### src/rtl/load_store_unit.sv
// load_store_unit: RV32I load/store front end for a word/byte data memory.
//   clk, rst_n          : clock, asynchronous active-low reset
//   req_i, we_i         : request valid (held while stall_o), 1=store
//   funct3_i            : RV32I width/sign code
//   addr_i, wd_i        : byte address, store data
//   rd_o                : extended load result, valid with done_o
//   done_o, stall_o     : access completes / more beats pending
//   err_o               : illegal funct3 this cycle
//   mem_we_o, mem_byte_op_o, mem_addr_o, mem_wd_o, mem_rd_i : data memory side
module load_store_unit #(
    parameter int DATA_WIDTH = 32,
    parameter int BYTE_WIDTH = 8
) (
    input  logic                  clk,
    input  logic                  rst_n,
    input  logic                  req_i,
    input  logic                  we_i,
    input  logic [2:0]            funct3_i,
    input  logic [DATA_WIDTH-1:0] addr_i,
    input  logic [DATA_WIDTH-1:0] wd_i,
    output logic [DATA_WIDTH-1:0] rd_o,
    output logic                  done_o,
    output logic                  stall_o,
    output logic                  err_o,
    output logic                  mem_we_o,
    output logic                  mem_byte_op_o,
    output logic [DATA_WIDTH-1:0] mem_addr_o,
    output logic [DATA_WIDTH-1:0] mem_wd_o,
    input  logic [DATA_WIDTH-1:0] mem_rd_i
);
    localparam int DW = DATA_WIDTH;
    localparam int BW = BYTE_WIDTH;
    typedef enum logic {IDLE, BUSY} state_t;
    state_t          r_state, w_next;
    logic [1:0]      r_cnt;
    logic [DW-BW-1:0] r_acc;
    logic [DW-1:0]   r_base, r_wd;
    logic [2:0]      r_f3;
    logic            r_we;
    logic            w_busy, w_we, w_legal, w_split, w_last, w_go, w_start, w_act, w_ld, w_sign;
    logic [2:0]      w_f3;
    logic [1:0]      w_cnt;
    logic [DW-1:0]   w_base, w_wd;
    logic [DW-BW-1:0] w_byte;
    // While busy the latched request drives everything, so live inputs cannot disturb beats
    assign w_busy  = r_state == BUSY;
    assign w_f3    = w_busy ? r_f3 : funct3_i;
    assign w_we    = w_busy ? r_we : we_i;
    assign w_base  = w_busy ? r_base : addr_i;
    assign w_wd    = w_busy ? r_wd : wd_i;
    assign w_cnt   = w_busy ? r_cnt : 2'd0;
    assign w_legal = (~w_f3[2] & (w_f3[1:0] != 2'b11)) | (~w_we & w_f3[2] & ~w_f3[1]);
    assign w_split = (w_f3[1:0] == 2'b01) | ((w_f3[1:0] == 2'b10) & (w_base[1:0] != 2'b00));
    assign w_last  = w_busy & (r_cnt == ((r_f3[1:0] == 2'b01) ? 2'd1 : 2'd3));
    assign w_go    = rst_n & ~w_busy & req_i;
    assign w_start = w_go & w_legal & w_split;
    // Gating by rst_n stops any beat the moment reset asserts, even mid-split
    assign w_act   = rst_n & (w_busy | (req_i & w_legal));
    assign mem_we_o      = w_act & w_we;
    assign mem_byte_op_o = w_act & (w_split | (w_f3[1:0] == 2'b00));
    assign mem_addr_o    = w_act ? w_base + DW'(w_cnt) : '0;
    assign mem_wd_o      = mem_we_o ? (mem_byte_op_o ? (w_wd >> (BW * w_cnt)) & DW'({BW{1'b1}}) : w_wd) : '0;
    assign err_o   = w_go & ~w_legal;
    assign done_o  = (w_go & ~(w_legal & w_split)) | (rst_n & w_last);
    assign stall_o = w_start | (rst_n & w_busy & ~w_last);
    assign w_ld    = done_o & ~w_we & w_legal;
    assign w_sign  = ~w_f3[2] & mem_rd_i[BW-1];
    assign w_byte  = {{(DW-2*BW){1'b0}}, mem_rd_i[BW-1:0]};
    assign rd_o = ~w_ld ? '0 :
                  (w_f3[1:0] == 2'b00) ? {{(DW-BW){w_sign}}, mem_rd_i[BW-1:0]} :
                  (w_f3[1:0] == 2'b01) ? {{(DW-2*BW){w_sign}}, mem_rd_i[BW-1:0], r_acc[BW-1:0]} :
                  w_split ? {mem_rd_i[BW-1:0], r_acc} : mem_rd_i;
    always_comb begin
        w_next = r_state;
        if (w_start)
            w_next = BUSY;
        else if (w_last)
            w_next = IDLE;
    end
    always_ff @(posedge clk or negedge rst_n) begin
        if (!rst_n)
            r_state <= IDLE;
        else
            r_state <= w_next;
    end
    // The final beat is consumed straight from mem_rd_i, so acc only holds the earlier bytes
    always_ff @(posedge clk or negedge rst_n) begin
        if (!rst_n) begin
            r_cnt  <= '0;
            r_acc  <= '0;
            r_base <= '0;
            r_wd   <= '0;
            r_f3   <= '0;
            r_we   <= 1'b0;
        end else if (w_start) begin
            r_cnt  <= 2'd1;
            r_acc  <= w_byte;
            r_base <= addr_i;
            r_wd   <= wd_i;
            r_f3   <= funct3_i;
            r_we   <= we_i;
        end else if (w_busy) begin
            if (w_last) begin
                r_cnt <= '0;
            end else begin
                r_cnt <= r_cnt + 2'd1;
                r_acc <= r_acc | (w_byte << (BW * r_cnt));
            end
        end
    end
endmodule

### config.mk
export PLATFORM = sky130hd
export DESIGN_NAME = load_store_unit
export DESIGN_NICKNAME = d
export VERILOG_FILES = /design/src/rtl/load_store_unit.sv
export SDC_FILE = /design/constraint.sdc
export NUM_CORES = 1
export LEC_CHECK = 0
export BUFFER_PORTS_ARGS = -buffer_cell sky130_fd_sc_hd__buf_2
export CORE_MARGIN = 3
export CORE_UTILIZATION = 30
export DETAILED_ROUTE_END_ITERATION = 16
export PLACE_DENSITY = 0.55
export SYNTH_ARGS = -nofsm -noshare
export SYNTH_HDL_FRONTEND = slang
export SYNTH_SLANG_ARGS = --single-unit
### constraint.sdc
create_clock -name clk -period 9.65 [get_ports clk]
set_clock_uncertainty 0.05 [all_clocks]
set_input_delay 1.93 -clock clk [delete_from_list [all_inputs] [get_ports clk]]
set_output_delay 1.93 -clock clk [all_outputs]
set_load 0.005 [all_outputs]
==> impl_metrics.yaml, run 1 <==
outcome:
  run_status: "finished, final reports clean"
sta:
  fin_crit_ns: 6.91
  fmax_mhz: 145
  rsz0062_at_grt: "no"
  final-hold-violation-count: 0
  fin_setup_tns_ns: 0
  fin_hold_ws_ns: 0.436
  post-route-period-util: 0.716
  setup_viol: 0
  slew_headroom: 0.215
  drv_slew: 0
  fin_ws_ns: 2.74
  worstMarginPinSlew_ns: 1.17
global_routing:
  grt_max_degree: 82
  grt_overflow: 0
  antenna_found_initial: 2
  track_usage: 0.169
  grt_pass1_vias: 5843
  grt_pass1_wl_um: 32800
clock_tree:
  cts.sinks: 95
  post_cts_buffers: 0
  path_clk_slew_ns: 0.07
  h-tree-depth: 3
  clockRootBuffer: "clkbuf_16"
  clk_latency_ns: 0.35
  hold_buffers: 0
  cts-resized-gates: 0
  clk_path_buf_depth: 2
  cts_buffers: 9
  cts_tree: "yes"
drt:
  antenna_left: 0
  routedWlPerCell_um: 17.9
  firstDrtPassIters: 5
  via_per_inst: 5.22
  finalWirelength_um: 20600
  drc_errors: 0
  num_vias: 6038
  drtIter0Drc: 270
critical_path:
  endpoint: "mem_wd_o[23]"
  cp_data_required_time_ns: 7.67
  rr_startpoint: "r_state$_DFFE_PN0P_"
  r2r-end: "r_acc[2]$_DFFE_PN0P_"
  cp-startpoint: "addr_i[0]"
  start_kind: "input pin"
  path_max_fanout: 26
  r2r_cells: 6
  reg2reg_slack_ns: 5.76
  cp-end-kind: "primary output"
  critPathArrivalTime_ns: 4.93
  worstSetupPathType: "input pin to primary output"
cells_and_area:
  drive_gt1_frac: 0.374
  area_delta_synth_final_pct: 22.8
  postLayoutCoreUtil: 0.381
  nNetsFinal: 981
  final_area_sq_um: 8160
  fillers: 2216
placed_design:
  post-place-ws_ns: 2.69
  dp.final_hpwl_um: 15200
  post_dp_cell_area_sq_um: 7820
  place.gp.congestion: 0.825
  portBuffers: 203
synthesis:
  synth.distinct_cells: 60
  synth-xor-area-share: 0.0171
  syn_inst: 699
  synth_top_family_by_area: "multiplexers"
  muxShareOfSynthArea: 0.255
  synthFlopType: "dfrtp_1"
  synth-simple-area-share: 0.185
  yosysTopAreaCell: "dfrtp_1"
  avgSynthCellArea_sq_um: 9.51
  synthAdderAreaFrac: 0.00678
  ys_async_sr_fraction: 1.00
  yosysMostFrequentCell: "dfrtp_1"
  synth-seq-area-share: 0.358
  synth_top_area_share: 0.358
  synth_fp_nets: 805
  synth-compound-area-share: 0.138
  synthesis.area_sq_um: 6650
  yosys-top-cells-area: "dfrtp_1 (36%), mux2_2 (15%), mux2i_1 (10%), nand2_1 (5.1%), nor2_1 (3.7%)"
  ys_warn_count: 0
  ys_seq_elements: 95
  ys_top_cells_by_count: "dfrtp_1 (95), nand2_1 (91), mux2_2 (89)"
  synth-edff-count: 0
floorplanning:
  floorplan.rows: 53
  die_h_um: 155
  start_util: 0.310
  coreArea_sq_um: 21400
  num_io_pins: 204
  die_w_um: 155
  die-area_sq_um: 24000
power:
  power_leakage_nw: 3.76
  max-vdd-ir-drop_mv: 0.129
  cellPowerDensity_nw_per_um2: 275
flow_run:
  maxCapViolations: 0
min_path:
  worst_hold_path_type: "register to register"
==> worst min path at each step <==
| stage | depth (start not counted) | slack, ns | end | startpoint |
|---|---|---|---|---|
| after global placement | 2 | 0.42 | r_acc[22]$_DFFE_PN0P_ | r_acc[22]$_DFFE_PN0P_ |
| final | 2 | 0.44 | r_acc[22]$_DFFE_PN0P_ | r_acc[22]$_DFFE_PN0P_ |
| after global routing | 1 | 0.47 | r_wd[5]$_DFFE_PN0P_ | r_wd[5]$_DFFE_PN0P_ |
| after CTS | 2 | 0.44 | r_acc[22]$_DFFE_PN0P_ | r_acc[22]$_DFFE_PN0P_ |
| after detailed placement | 2 | 0.42 | r_acc[22]$_DFFE_PN0P_ | r_acc[22]$_DFFE_PN0P_ |
| after floorplan | 2 | 0.40 | r_acc[22]$_DFFE_PN0P_ | r_acc[22]$_DFFE_PN0P_ |
==> placed cells by master (no fill, tap or decap), types with 6 or more instances in the layout <==
cell type,Yosys,layout
a21oi_1,27,27
xnor2_1,11,11
o21a_1,6,6
o21ai_0,17,16
nand3b_1,7,7
dfrtp_1,95,94
a22o_1,9,9
a311oi_1,16,16
buf_2,22,202
a31oi_1,9,9
nor2_1,66,66
mux2i_1,69,69
nand2_1,91,91
inv_1,7,7
nor3_1,16,16
o31ai_1,6,6
clkbuf_16,0,9
nand4_1,14,14
mux2_2,89,89
nand3_1,16,16
a22oi_1,6,6
==> state kept, by name, summed over array words and instances, names as in the netlist <==
name and count:
r_acc 24, r_base 32, r_cnt 2, r_f3 3, r_state 1, r_wd 32, r_we 1
==> layer usage <==
layer  GRT usage  vias to the layer above  part of all wire  wire [um]
met2       0.261                      156              0.46       9490
met1       0.240                     2907              0.47       9680
li1            -                     2954                 -          -
met4      0.0404                        4             0.011        218
met3      0.0412                       17             0.059       1220
met5           0                        -           0.00097         20
==> cell type report <==
| type | count | area [sq um] | area share |
|---|---|---|---|
| Timing Repair Buffer | 207 | 1050 | 0.128 |
| Multi-Input combinational cell | 555 | 4020 | 0.492 |
| Tap cell | 275 | 344 | 0.0422 |
| Antenna cell | 1 | 2.50 | 0.000307 |
| Sequential cell | 95 | 2380 | 0.292 |
| Clock inverter | 6 | 116 | 0.0143 |
| Inverter | 7 | 26.3 | 0.00322 |
| Clock buffer | 10 | 229 | 0.0281 |
==> logic make-up (layout without fill, tap and decap cells) <==
kind of cell / Yosys count / in the layout
fa+ha+maj: 3 / 3
buf+inv: 49 / 230
xor+xnor: 13 / 13
flops: 95 / 95
mux: 158 / 158
simple gates: 254 / 254
other cells: 0 / 1
compound gates: 127 / 127
==> critical path: stages <==
cell and delay, ns:
buf_2 0.11, nor3_1 0.44, or3_1 0.89, nand4_1 1.04
nor2_1 0.35, buf_2 0.16
==> where the power goes <==
group	leakage [nW]	switching (mW)	internal [mW]
Sequential	1.15	0.213	0.597
Clock	0.168	0.165	0.256
Combinational	2.45	0.523	0.491
Total	3.76	0.902	1.34
==> metrics by stage <==
| step | instances | total power [mW] |
|---|---|---|
| after floorplan | 699 | 1.55 |
| after global placement | 1139 | 1.83 |
| after detailed placement | 1139 | 1.84 |
| after CTS | 1155 | 2.27 |
| after global routing | 1155 | 2.43 |
| final | 1156 | 2.25 |
Power figures use the tool's default switching activity.
==> inputs of run 2 (changes only) <==
--- a/config.mk
+++ b/config.mk
@@ -5,6 +5,7 @@
 export SDC_FILE = /design/constraint.sdc
 export NUM_CORES = 1
 export LEC_CHECK = 0
+export ABC_AREA = 1
 export BUFFER_PORTS_ARGS = -buffer_cell sky130_fd_sc_hd__buf_2
 export CORE_MARGIN = 3
 export CORE_UTILIZATION = 30
==> constraint.sdc (replaced) <==
create_clock -name clk -period 6.6 [get_ports clk]
set_clock_uncertainty 0.05 [all_clocks]
set_input_delay 1.32 -clock clk [delete_from_list [all_inputs] [get_ports clk]]
set_output_delay 1.32 -clock clk [all_outputs]
set_load 0.005 [all_outputs]
==> run 2 against run 1 <==
Highest routed layer is now met4. Count of clock-buffer cells in the layout unchanged. Critical endpoint is now mem_wd_o[28]. Combinational power is 91% higher. First-iteration DRC count rose by 99%. Largest power group unchanged. Routed wire length is 20% higher. Core utilization is 1.5 points lower. Register-to-register slack got worse by 3.7 ns.
==> impl_metrics.yaml, run 2 <==
synthesis:
  synthFlopType: "dfrtp_1"
  avgSynthCellArea_sq_um: 6.01
  yosysMostFrequentCell: "nand2_1"
  ys_top_cells_by_count: "nand2_1 (430), nor2_1 (148), inv_1 (129)"
  syn_inst: 1196
  synth-xor-area-share: 0.00122
  synth_top_family_by_area: "simple AND/OR/NAND/NOR gates"
  synth-compound-area-share: 0.156
  ys_seq_elements: 95
  yosysTopAreaCell: "dfrtp_1"
  synth.distinct_cells: 37
  synthesis.area_sq_um: 7190
  synth-simple-area-share: 0.386
  synth-edff-count: 0
  ys_warn_count: 0
  ys_async_sr_fraction: 1.00
  synth_top_area_share: 0.331
  yosys-top-cells-area: "dfrtp_1 (33%), nand2_1 (22%), nor2_1 (7.7%), o21ai_0 (6.8%), inv_1 (6.7%)"
  synth_fp_nets: 1302
  synth-seq-area-share: 0.331
  synthAdderAreaFrac: 0.00627
  muxShareOfSynthArea: 0.00139
clock_tree:
  post_cts_buffers: 0
  cts-resized-gates: 0
  cts_tree: "yes"
  clockRootBuffer: "clkbuf_16"
  cts.sinks: 95
  cts_buffers: 9
  path_clk_slew_ns: 0.07
  hold_buffers: 0
  clk_latency_ns: 0.36
  clk_path_buf_depth: 2
  h-tree-depth: 3
global_routing:
  track_usage: 0.187
  grt_overflow: 0
  grt_pass1_wl_um: 39000
  grt_max_degree: 74
  antenna_found_initial: 0
  grt_pass1_vias: 7215
sta:
  post-route-period-util: 0.832
  drv_slew: 0
  slew_headroom: 0.460
  fmax_mhz: 182
  final-hold-violation-count: 0
  fin_ws_ns: 1.11
  rsz0062_at_grt: "no"
  fin_setup_tns_ns: 0
  worstMarginPinSlew_ns: 0.810
  setup_viol: 0
  fin_crit_ns: 5.49
  fin_hold_ws_ns: 0.430
cells_and_area:
  n_antenna_cell: 0
  drive_gt1_frac: 0.183
  layout_common_cells: "nand2_1 (430), buf_2 (202), nor2_1 (148), inv_1 (129), o21ai_0 (97)"
  postLayoutCoreUtil: 0.366
  mostFrequentLayoutCell: "nand2_1"
  final_area_sq_um: 8600
  nNetsFinal: 1459
  reg_top3: "r_base: 32 flops, r_wd: 32 flops, r_acc: 24 flops"
  area_delta_synth_final_pct: 19.7
critical_path:
  crit_chain: "inv_2 > nand2_2 > nand2_4 > nand2_1 > nand2_1 > nand2_1 > nand2_2 > inv_2 > nor2_4 > nand2_2 > nor2_1 > buf_2"
  cp_data_required_time_ns: 5.23
  cp-end-kind: "primary output"
  crit_buf_inv: 3
  start_kind: "register"
  worstSetupPathType: "register to primary output"
  critPathArrivalTime_ns: 4.12
  reg2reg_slack_ns: 2.05
  cpMaxStageDelayCell: "dfrtp_4"
  path_max_fanout: 48
  cpPeakStageDelay_ns: 0.71
  cp_top_family: "simple AND/OR/NAND/NOR gates"
drt:
  routedWlPerCell_um: 14.7
  drc_errors: 0
  antenna_left: 0
  drtIter0Drc: 538
  via_per_inst: 4.69
  firstDrtPassIters: 4
  finalWirelength_um: 24700
  num_vias: 7866
floorplanning:
  die_h_um: 161
  start_util: 0.306
  floorplan.rows: 56
  die-area_sq_um: 25800
  die_w_um: 161
  coreArea_sq_um: 23500
  num_io_pins: 204
flow_run:
  maxCapViolations: 0
power:
  cellPowerDensity_nw_per_um2: 410
  power_leakage_nw: 4.65
  max-vdd-ir-drop_mv: 0.158
placed_design:
  place.gp.congestion: 0.863
  portBuffers: 203
  post_dp_cell_area_sq_um: 8310
  dp.final_hpwl_um: 18200
  post-place-ws_ns: 1.39
min_path:
  worst_hold_path_type: "register to register"
outcome:
  run_status: "finished, final reports clean"
[run 2: changes by cell type in the layout (fill, tap and decap cells not counted), moves of 10 or more]
cell | before | now
nand2_1 | 91 | 430
inv_1 | 7 | 129
mux2_2 | 89 | 0
nor2_1 | 66 | 148
o21ai_0 | 16 | 97
mux2i_1 | 69 | 1
a21oi_1 | 27 | 74
nand3_1 | 16 | 58
o21ai_1 | 0 | 31
a311oi_1 | 16 | 0
nor3_1 | 16 | 4
xnor2_1 | 11 | 0
nand2_2 | 0 | 10
[run 2: final cells by class]
| class | instances | area [sq um] |
|---|---|---|
| Fill cell | 2683 | 14900 |
| Clock buffer | 10 | 239 |
| Clock inverter | 6 | 57.6 |
| Timing Repair Buffer | 208 | 1060 |
| Multi-Input combinational cell | 903 | 3960 |
| Tap cell | 319 | 399 |
| Inverter | 136 | 513 |
| Sequential cell | 95 | 2380 |
[run 2: worst reg2reg max path: stages (launching register included)]
cell and delay, ns:
dfrtp_4 0.80, inv_2 0.48, nand2_2 0.19, nand2_4 0.18
nor2_4 0.34, nand2_4 0.28, nand2_2 0.32, nand3_4 0.36
buf_4 0.49, inv_4 0.68, o21ai_0 0.23
[run 2: kinds of logic after synthesis]
family | after synthesis
xor gates and xnor gates | 1
adders and majority gates | 3
and+or+nand+nor | 681
AOI/OAI and AO/OA | 217
buffers and inverters | 198
DFF | 95
muxes | 1
[run 2: power breakdown]
| group | internal [mW] | switching [mW] |
|---|---|---|
| combinational | 0.618 | 1.31 |
| sequential | 0.857 | 0.201 |
| clock | 0.277 | 0.268 |
[run 2: stage by stage]
step,std cells,power [mW]
finish,1677,3.53
detailed placement,1661,3.00
global route,1677,3.91
floorplan,1196,2.44
CTS,1677,3.55
global placement,1661,2.98
[run 2: worst paths after layout]
path,from,endpoint,depth (start not counted)
max,r_state$_DFFE_PN0P_,mem_wd_o[28],12
min,r_base[31]$_DFFE_PN0P_,r_base[31]$_DFFE_PN0P_,2
max reg2reg,r_state$_DFFE_PN0P_,r_wd[27]$_DFFE_PN0P_,10
min reg2reg,r_base[31]$_DFFE_PN0P_,r_base[31]$_DFFE_PN0P_,2
max in group asynchronous,rst_n,r_state$_DFFE_PN0P_,3
min in group asynchronous,rst_n,r_base[11]$_DFFE_PN0P_,2
[run 2: per-layer routing]
metal  routed length, um  vias up  GRT usage
met4                 479        0     0.0583
met1               11800     3545      0.268
met2               11000      230      0.290
met3                1400       24     0.0304
li1                    -     4067          -
met5                   0        -          0
